===== config.mk =====
export PLATFORM = sky130hd
export DESIGN_NAME = bounce_gen
export DESIGN_NICKNAME = d
export VERILOG_FILES = /design/src/rtl/bounce_pkg.sv /design/src/rtl/bounce_gen_lfsr8.sv /design/src/rtl/bounce_gen.sv
export SDC_FILE = /design/constraint.sdc
export NUM_CORES = 1
export LEC_CHECK = 0
export ABC_AREA = 1
export CAP_MARGIN = 20
export CORE_MARGIN = 1
export CORE_UTILIZATION = 35
export DETAILED_ROUTE_END_ITERATION = 8
export PLACE_DENSITY = 0.56
export REMOVE_ABC_BUFFERS = 1
export SLEW_MARGIN = 20
export SYNTH_ARGS = -nofsm -noshare
export SYNTH_HDL_FRONTEND = slang
export SYNTH_SLANG_ARGS = --single-unit

===== constraint.sdc =====
create_clock -name clk -period 1.7 [get_ports clk]
set_input_delay 0.255 -clock clk [delete_from_list [all_inputs] [get_ports clk]]
set_output_delay 0.255 -clock clk [all_outputs]
set_load 0.02 [all_outputs]

===== src/rtl/bounce_pkg.sv =====
// Shared definitions for the bounce generator: FSM states, LFSR geometry
// and the default seed used when a zero seed is requested.
package bounce_pkg;

  typedef enum logic {
    IDLE   = 1'b0,
    BOUNCE = 1'b1
  } state_t;

  localparam int                LFSR_W       = 8;
  localparam logic [LFSR_W-1:0] LFSR_TAPS    = 8'hB8;
  localparam logic [LFSR_W-1:0] DEFAULT_SEED = 8'hA5;
  localparam int                CNT_W        = 5;

endpackage


===== src/rtl/bounce_gen_lfsr8.sv =====
// 8-bit Fibonacci LFSR (taps 8,6,5,4) that advances every cycle.
// A non-zero seed keeps it away from the all-zero lock-up state.
module lfsr8
  import bounce_pkg::*;
(
  input  logic              clk,
  input  logic              rst,
  input  logic [LFSR_W-1:0] seed,
  output logic [LFSR_W-1:0] q
);

  logic [LFSR_W-1:0] r_q;
  logic              w_fb;

  assign w_fb = ^(r_q & LFSR_TAPS);

  always_ff @(posedge clk or posedge rst) begin
    if (rst) r_q <= seed;
    else     r_q <= {r_q[LFSR_W-2:0], w_fb};
  end

  assign q = r_q;

endmodule


===== src/rtl/bounce_gen.sv =====
// Contact-bounce stimulus generator: reproduces in_clean with a burst of
// toggles before settling. Define BOUNCE_FIXED_GAP_EN for fixed MIN_GAP gaps.
module bounce_gen
  import bounce_pkg::*;
#(
  parameter int          BOUNCE_CNT = 3,
  parameter int          MIN_GAP    = 2,
  parameter int          GAP_W      = 2,
  parameter logic [7:0]  SEED       = 8'hA5
) (
  input  logic clk,
  input  logic rst,
  input  logic in_clean,
  output logic out,
  output logic busy,
  output logic done,
  output logic level
);

  localparam logic [CNT_W-1:0] TOGGLES = CNT_W'(2 * BOUNCE_CNT);

  state_t           r_state, w_stateNext;
  logic [CNT_W-1:0] r_gapCnt, w_gapNext;
  logic [CNT_W-1:0] r_togCnt, w_togNext;
  logic             r_out, w_outNext;
  logic             r_level, w_levelNext;
  logic             r_busy, w_busyNext;
  logic             r_done, w_doneNext;
  logic [CNT_W-1:0] w_gap;
  logic [CNT_W-1:0] w_gapLoad;
  logic             w_gapZero;
  logic             w_final;
  logic             w_start;

`ifdef BOUNCE_FIXED_GAP_EN
  assign w_gap = CNT_W'(MIN_GAP);
`else
  localparam logic [LFSR_W-1:0] SEED_EFF = (SEED == 8'h00) ? DEFAULT_SEED : SEED;

  logic [LFSR_W-1:0] w_lfsr;

  lfsr8 u_lfsr (
    .clk  (clk),
    .rst  (rst),
    .seed (SEED_EFF),
    .q    (w_lfsr)
  );

  // Only the low GAP_W bits of the LFSR contribute to the gap.
  assign w_gap = CNT_W'(MIN_GAP + (int'(w_lfsr) % (1 << GAP_W)));
`endif

  assign w_gapLoad = w_gap - CNT_W'(1);
  assign w_gapZero = (r_gapCnt == '0);
  assign w_final   = (r_state == BOUNCE) && w_gapZero && (r_togCnt == CNT_W'(1));
  // The final toggle wins over a new level; the restart happens next edge.
  assign w_start   = !w_final && (in_clean != r_level);

  always_ff @(posedge clk or posedge rst) begin
    if (rst) begin
      r_state  <= IDLE;
      r_gapCnt <= '0;
      r_togCnt <= '0;
      r_out    <= 1'b0;
      r_level  <= 1'b0;
      r_busy   <= 1'b0;
      r_done   <= 1'b0;
    end else begin
      r_state  <= w_stateNext;
      r_gapCnt <= w_gapNext;
      r_togCnt <= w_togNext;
      r_out    <= w_outNext;
      r_level  <= w_levelNext;
      r_busy   <= w_busyNext;
      r_done   <= w_doneNext;
    end
  end

  always_comb begin
    w_stateNext = r_state;
    w_gapNext   = r_gapCnt;
    w_togNext   = r_togCnt;
    w_outNext   = r_out;
    w_levelNext = r_level;
    w_busyNext  = r_busy;
    w_doneNext  = 1'b0;
    if (w_start) begin
      w_stateNext = BOUNCE;
      w_levelNext = in_clean;
      w_outNext   = in_clean;
      w_busyNext  = 1'b1;
      w_togNext   = TOGGLES;
      w_gapNext   = w_gapLoad;
    end else begin
      case (r_state)
        BOUNCE: begin
          if (w_final) begin
            w_outNext   = ~r_out;
            w_togNext   = '0;
            w_gapNext   = '0;
            w_doneNext  = 1'b1;
            w_busyNext  = 1'b0;
            w_stateNext = IDLE;
          end else if (w_gapZero) begin
            w_outNext = ~r_out;
            w_togNext = r_togCnt - CNT_W'(1);
            w_gapNext = w_gapLoad;
          end else begin
            w_gapNext = r_gapCnt - CNT_W'(1);
          end
        end
        default: w_stateNext = IDLE;
      endcase
    end
  end

  assign out   = r_out;
  assign busy  = r_busy;
  assign done  = r_done;
  assign level = r_level;

endmodule


==> results.json, run 1 <==
{
  "stdcell_count": 151,
  "place_ws_ns": 0.0586,
  "cts_tree": "built",
  "finalHoldViolations": 0,
  "numPortBuffers": 6,
  "syn_inst": 109,
  "worstMarginPinSlew_ns": 0.319,
  "cp_data_required_time_ns": 1.44,
  "crit_type": "flop to primary output",
  "cts_setup_buffers": 0,
  "n_antenna_cell": 0,
  "coreArea_mm2": 0.00285,
  "rows": 19,
  "clockBufferDepth": 2,
  "cts_max_level": 1,
  "syn_to_final_growth_pct": 12.2,
  "hp-class": "input pin to async pin",
  "numPlacedInstances": 147,
  "finalSetupTns_ns": 0,
  "crit_family": "buffers and inverters",
  "grt_antenna_before_repair": 0,
  "dp_hpwl_um": 1310,
  "drtPass1Iterations": 6,
  "drv_cap": 0,
  "p_leak_nw": 0.598,
  "clock-root-buffer": "clkbuf_4",
  "ios": 7,
  "yosys_warnings": 0,
  "rsz0062_at_grt": "no",
  "grt_pass1_wl_um": 3020,
  "p_total_mw": 1.94,
  "maxSlewHeadroom_pct": 78.7,
  "crit_path_top_delay_cell": "clkdlybuf4s50_1",
  "final_cell_mix": "19 x dfrtp_1, 17 x nand2_1, 12 x nor2_1, 10 x inv_1, 6 x o21ai_1",
  "fin_crit_sh_pct": 91.1,
  "avgSynthCellArea_um2": 10.1,
  "grt_util_all_layers_pct": 12.5,
  "grt_pass1_vias": 644,
  "drt-total-wl_um": 1800,
  "power.density_mw_per_mm2": 1570,
  "start_kind": "flop",
  "report.final.setup_viol": 0,
  "violations": "design-rule violations",
  "setup_ws_ns": 0.152,
  "via_per_inst": 4.88,
  "start_util_pct": 38.5,
  "synth-seq-cells": 23,
  "cp_num_cells": 1,
  "clkLatencyLatePin_ns": 0.31,
  "max_freq_mhz": 646,
  "post-route-drc-count": 2,
  "ant_nets": 0,
  "path_buf_inv": 1,
  "cts.sinks": 23,
  "dieArea_mm2": 0.00337,
  "first_iter_violations": 27,
  "syn-cell-area_mm2": 0.00110,
  "peakVddDrop_mv": 0.854,
  "drive_above_1_share_pct": 18.3,
  "layout_commonest_cell": "dfrtp_1",
  "final_nets": 128,
  "cts_hold_buffers": 0,
  "die_w_um": 58.0,
  "finalClockSkew_ns": 0.00784,
  "synthDistinctLibCells": 26,
  "die_h_um": 58.0,
  "cp_max_fo": 3,
  "fin_crit_ns": 1.55,
  "cts_resized": 1,
  "gp_congestion": 0.771,
  "status": "finished with violations",
  "reg2reg_depth": 7,
  "clk_transition_reported_paths_ns": 0.13,
  "maxSlewViolCount": 0,
  "yosysSeqAreaShare_pct": 52.8,
  "cpPeakStageDelay_ns": 0.61,
  "critical_path.cell_chain": "clkdlybuf4s50_1",
  "grt_max_degree": 24,
  "grt-ovfl-total": 0,
  "crit_path_end_kind": "primary output",
  "vias": 737,
  "cts_buffers": 3,
  "worstPathArrival_ns": 1.29,
  "wl_per_cell_um": 11.9
}
==> per-stage QoR <==
step	hold slack, ns	utilization [%]	cell area, µm²
finish	0.258	43.2	1230
global route	0.279	43.2	1230
CTS	0.272	43.1	1230
detailed placement	0.338	42.2	1200
global placement	0.342	42.2	1200
floorplan	0.254	-	1100
==> sequential cells by signal, indices dropped and copies added (netlist names) <==
register and cells:
busy 1, done 1, level 1, out 1, r_gapCnt 5, r_state 1, r_togCnt 5, u_lfsr.q 8
==> logic make-up after synthesis <==
| group | share of synthesized area [%] |
|---|---|
| AO/OA/AOI/OAI | 7.86 |
| XOR/XNOR | 8.88 |
| adder cells (fa/ha/maj) | 4.56 |
| buffers and inverters | 5.01 |
| flip-flops | 52.8 |
| AND/OR/NAND/NOR | 20.8 |
==> cells in the mapped netlist <==
library cell,n,area [µm²]
dfrtp_1,19,475
nand2_1,17,63.8
nor2_1,12,45.0
inv_1,10,37.5
o21ai_1,6,30.0
nand3_1,5,25.0
xor2_1,5,43.8
a21oi_1,4,20.0
dfstp_2,4,105
ha_1,4,50.1
inv_2,3,11.3
nor2_2,3,18.8
xnor2_1,3,26.3
nand4_1,2,12.5
a311oi_1,1,8.76
inv_4,1,6.26
nand2_2,1,6.26
nand4_4,1,21.3
nor2_4,1,11.3
nor2_8,1,20.0
nor3_1,1,5.00
o211ai_1,1,7.51
o21ai_0,1,5.00
o21ai_2,1,8.76
o22ai_1,1,6.26
xnor2_4,1,27.5
==> power by group <==
group | switching [mW] | internal [mW] | leakage, nW
combinational | 0.547 | 0.354 | 0.307
sequential | 0.110 | 0.672 | 0.276
clock | 0.161 | 0.0917 | 0.0150
==> metal layers <==
layer,wire (µm),GRT usage [%]
met2,782,17.2
met1,905,17.2
met4,41,6.12
met5,0,0
met3,68,4.69
==> path summary, 6_finish.rpt <==
kind                        startpoint     endpoint  slack, ns
max                                out          out       0.15
min in group clk           u_lfsr.q[6]  u_lfsr.q[7]       0.37
max reg2reg                r_gapCnt[0]  r_togCnt[1]       0.20
max in group asynchronous          rst  u_lfsr.q[2]       1.16
min                                rst  r_togCnt[4]       0.26
min reg2reg                u_lfsr.q[6]  u_lfsr.q[7]       0.37
==> worst register-to-register path, delay by kind of cell (launching register included) <==
kind / cells / cell delay [ns]
adder cells (fa/ha/maj): 1 / 0.24
buffers and inverters: 1 / 0.09
AND/OR/NAND/NOR: 3 / 0.48
AO/OA/AOI/OAI: 2 / 0.19
flip-flops: 1 / 0.40
==> area by class of cell <==
type                            count  area, µm²
Timing Repair Buffer                7       66.3
Fill cell                         281       1620
Tap cell                           31       38.8
Multi-Input combinational cell     72        465
Inverter                           14       55.1
Sequential cell                    23        581
Clock buffer                        4       26.3
(Power assumes the default switching activity.)
==> inputs of run 2 (changes only) <==
Settings changed: GPL_TIMING_DRIVEN set to 0.
==> run 2 against run 1 <==
The flow still finishes with violations (design-rule violations). Combinational power shrank 2%. Final cell count shrank 0.66%. Wire length shrank 5.7%. Via count shrank 1.9%. Maximum frequency shrank 1.0%. Critical path depth grew 6. Highest routed layer unchanged.
==> results.json, run 2 (same netlist as run 1, synthesis figures left out) <==
{
  "numPortBuffers": 6,
  "first_iter_violations": 14,
  "cts_hold_buffers": 0,
  "maxSlewViolCount": 0,
  "ant_nets": 0,
  "rows": 19,
  "crit_type": "flop to flop",
  "place_ws_ns": -0.00450,
  "start_kind": "flop",
  "grt_max_degree": 24,
  "grt_pass1_vias": 726,
  "n_antenna_cell": 0,
  "grt-ovfl-total": 0,
  "fin_crit_sh_pct": 92.0,
  "coreArea_mm2": 0.00285,
  "largest_reg_flops": 8,
  "peakVddDrop_mv": 0.735,
  "start_util_pct": 38.5,
  "die_w_um": 58.0,
  "violations": "design-rule violations",
  "cts_tree": "built",
  "finalClockSkew_ns": 0.00598,
  "post-route-drc-count": 2,
  "dieArea_mm2": 0.00337,
  "worstMarginPinSlew_ns": 0.831,
  "dp_hpwl_um": 1240,
  "grt_util_all_layers_pct": 12.5,
  "final_util_pct": 42.9,
  "status": "finished with violations",
  "cts.sinks": 23,
  "clk_transition_reported_paths_ns": 0.13,
  "crit_path_top_delay_cell": "dfrtp_1",
  "syn_to_final_growth_pct": 11.4,
  "clockBufferDepth": 2,
  "drt-total-wl_um": 1700,
  "maxSlewHeadroom_pct": 44.5,
  "die_h_um": 58.0,
  "setup_ws_ns": 0.136,
  "cp_data_required_time_ns": 1.92,
  "clkLatencyLatePin_ns": 0.31,
  "ios": 7,
  "critical_path.cell_chain": "inv_1, ha_1, nand4_4, nor2_8, nor2_2, a21oi_1, o21ai_1",
  "fin_crit_ns": 1.56,
  "cts_max_level": 1,
  "fillers": 283,
  "clock-root-buffer": "clkbuf_4",
  "drv_cap": 0,
  "wl_per_cell_um": 11.3,
  "final_nets": 127,
  "cp_max_fo": 10,
  "cts_setup_buffers": 0,
  "worstPathArrival_ns": 1.78,
  "via_per_inst": 4.82,
  "cts_buffers": 3,
  "drive_above_1_share_pct": 17.6,
  "grt_pass1_wl_um": 3150,
  "max_freq_mhz": 639,
  "cpPeakStageDelay_ns": 0.40,
  "power.density_mw_per_mm2": 1570,
  "final_cell_mix": "19 x dfrtp_1, 17 x nand2_1, 12 x nor2_1, 10 x inv_1, 6 x o21ai_1",
  "rsz0062_at_grt": "no",
  "p_leak_nw": 0.597,
  "hp-class": "flop to flop",
  "layout_commonest_cell": "dfrtp_1",
  "crit_path_end_kind": "flop",
  "vias": 723,
  "gp_congestion": 0.755,
  "report.final.setup_viol": 0,
  "finalHoldViolations": 0,
  "drtPass1Iterations": 5,
  "grt_antenna_before_repair": 0
}
[run 2: cell types whose count changed in the layout (fill, tap and decap cells not counted)]
cell | previous run | this run
buf_4 | 1 | 0
clkbuf_1 | 1 | 0
clkinv_2 | 0 | 1
ha_1 | 3 | 4
ha_2 | 1 | 0
[run 2: through the flow]
step	total power [mW]	cell area, µm²	instances	hold WS (ns)	setup TNS [ns]
2_1_floorplan	1.49	1100	109	0.254	0
3_3_place_gp	1.69	1200	146	0.339	0
3_5_place_dp	1.69	1200	146	0.352	-0.00450
4_1_cts	1.95	1220	150	0.390	0
5_1_grt	2.11	1220	150	0.387	0
6_report	1.92	1220	150	0.380	0
[run 2: final timing paths]
| kind | depth (start not counted) | from | slack [ns] | endpoint |
|---|---|---|---|---|
| setup / recovery | 7 | r_gapCnt[0] | 0.14 | r_togCnt[1] |
| hold / removal | 0 | u_lfsr.q[6] | 0.38 | u_lfsr.q[7] |
| setup reg to reg | 7 | r_gapCnt[0] | 0.14 | r_togCnt[1] |
| hold reg to reg | 0 | u_lfsr.q[6] | 0.38 | u_lfsr.q[7] |
| max in group asynchronous | 2 | rst | 0.80 | r_gapCnt[1] |
| min in group asynchronous | 2 | rst | 0.39 | busy |
[run 2: metal layers]
metal / part of all wire, % / GRT usage, % / vias to the layer above / wire (µm)
li1: - / - / 373 / -
met1: 52 / 16.0 / 337 / 875
met2: 43 / 18.7 / 11 / 726
met3: 4.5 / 5.13 / 2 / 77
met4: 1.0 / 5.10 / 0 / 17
met5: 0 / 0 / - / 0
[run 2: timing repair]
| action | in CTS | in global routing |
|---|---|---|
| setup endpoints to repair | 1 | 1 |
| pin swaps | 0 | 1 |
| resized for setup | 1 | 0 |
[run 2: report_power, final]
part           total [mW]  internal [mW]  switching [mW]
clock network       0.254         0.0880           0.166
logic               0.884          0.346           0.538
registers           0.782          0.672           0.111
[run 2: layout make-up]
cell class	instances	area (µm²)	area share, %
sequential	23	581	47.4
multi-input combinational	72	463	37.8
timing repair buffer	6	58.8	4.81
inverter	14	55.1	4.50
tap	31	38.8	3.17
clock buffer	3	22.5	1.84
clock inverter	1	5.00	0.409
[run 2: critical path, delay by kind of cell, from the launching register on]
kind                       cells  cell delay (ns)
buffers and inverters          1             0.10
AOI/OAI and AO/OA              2             0.19
and+or+nand+nor                3             0.51
adders and majority gates      1             0.27
DFF                            1             0.40
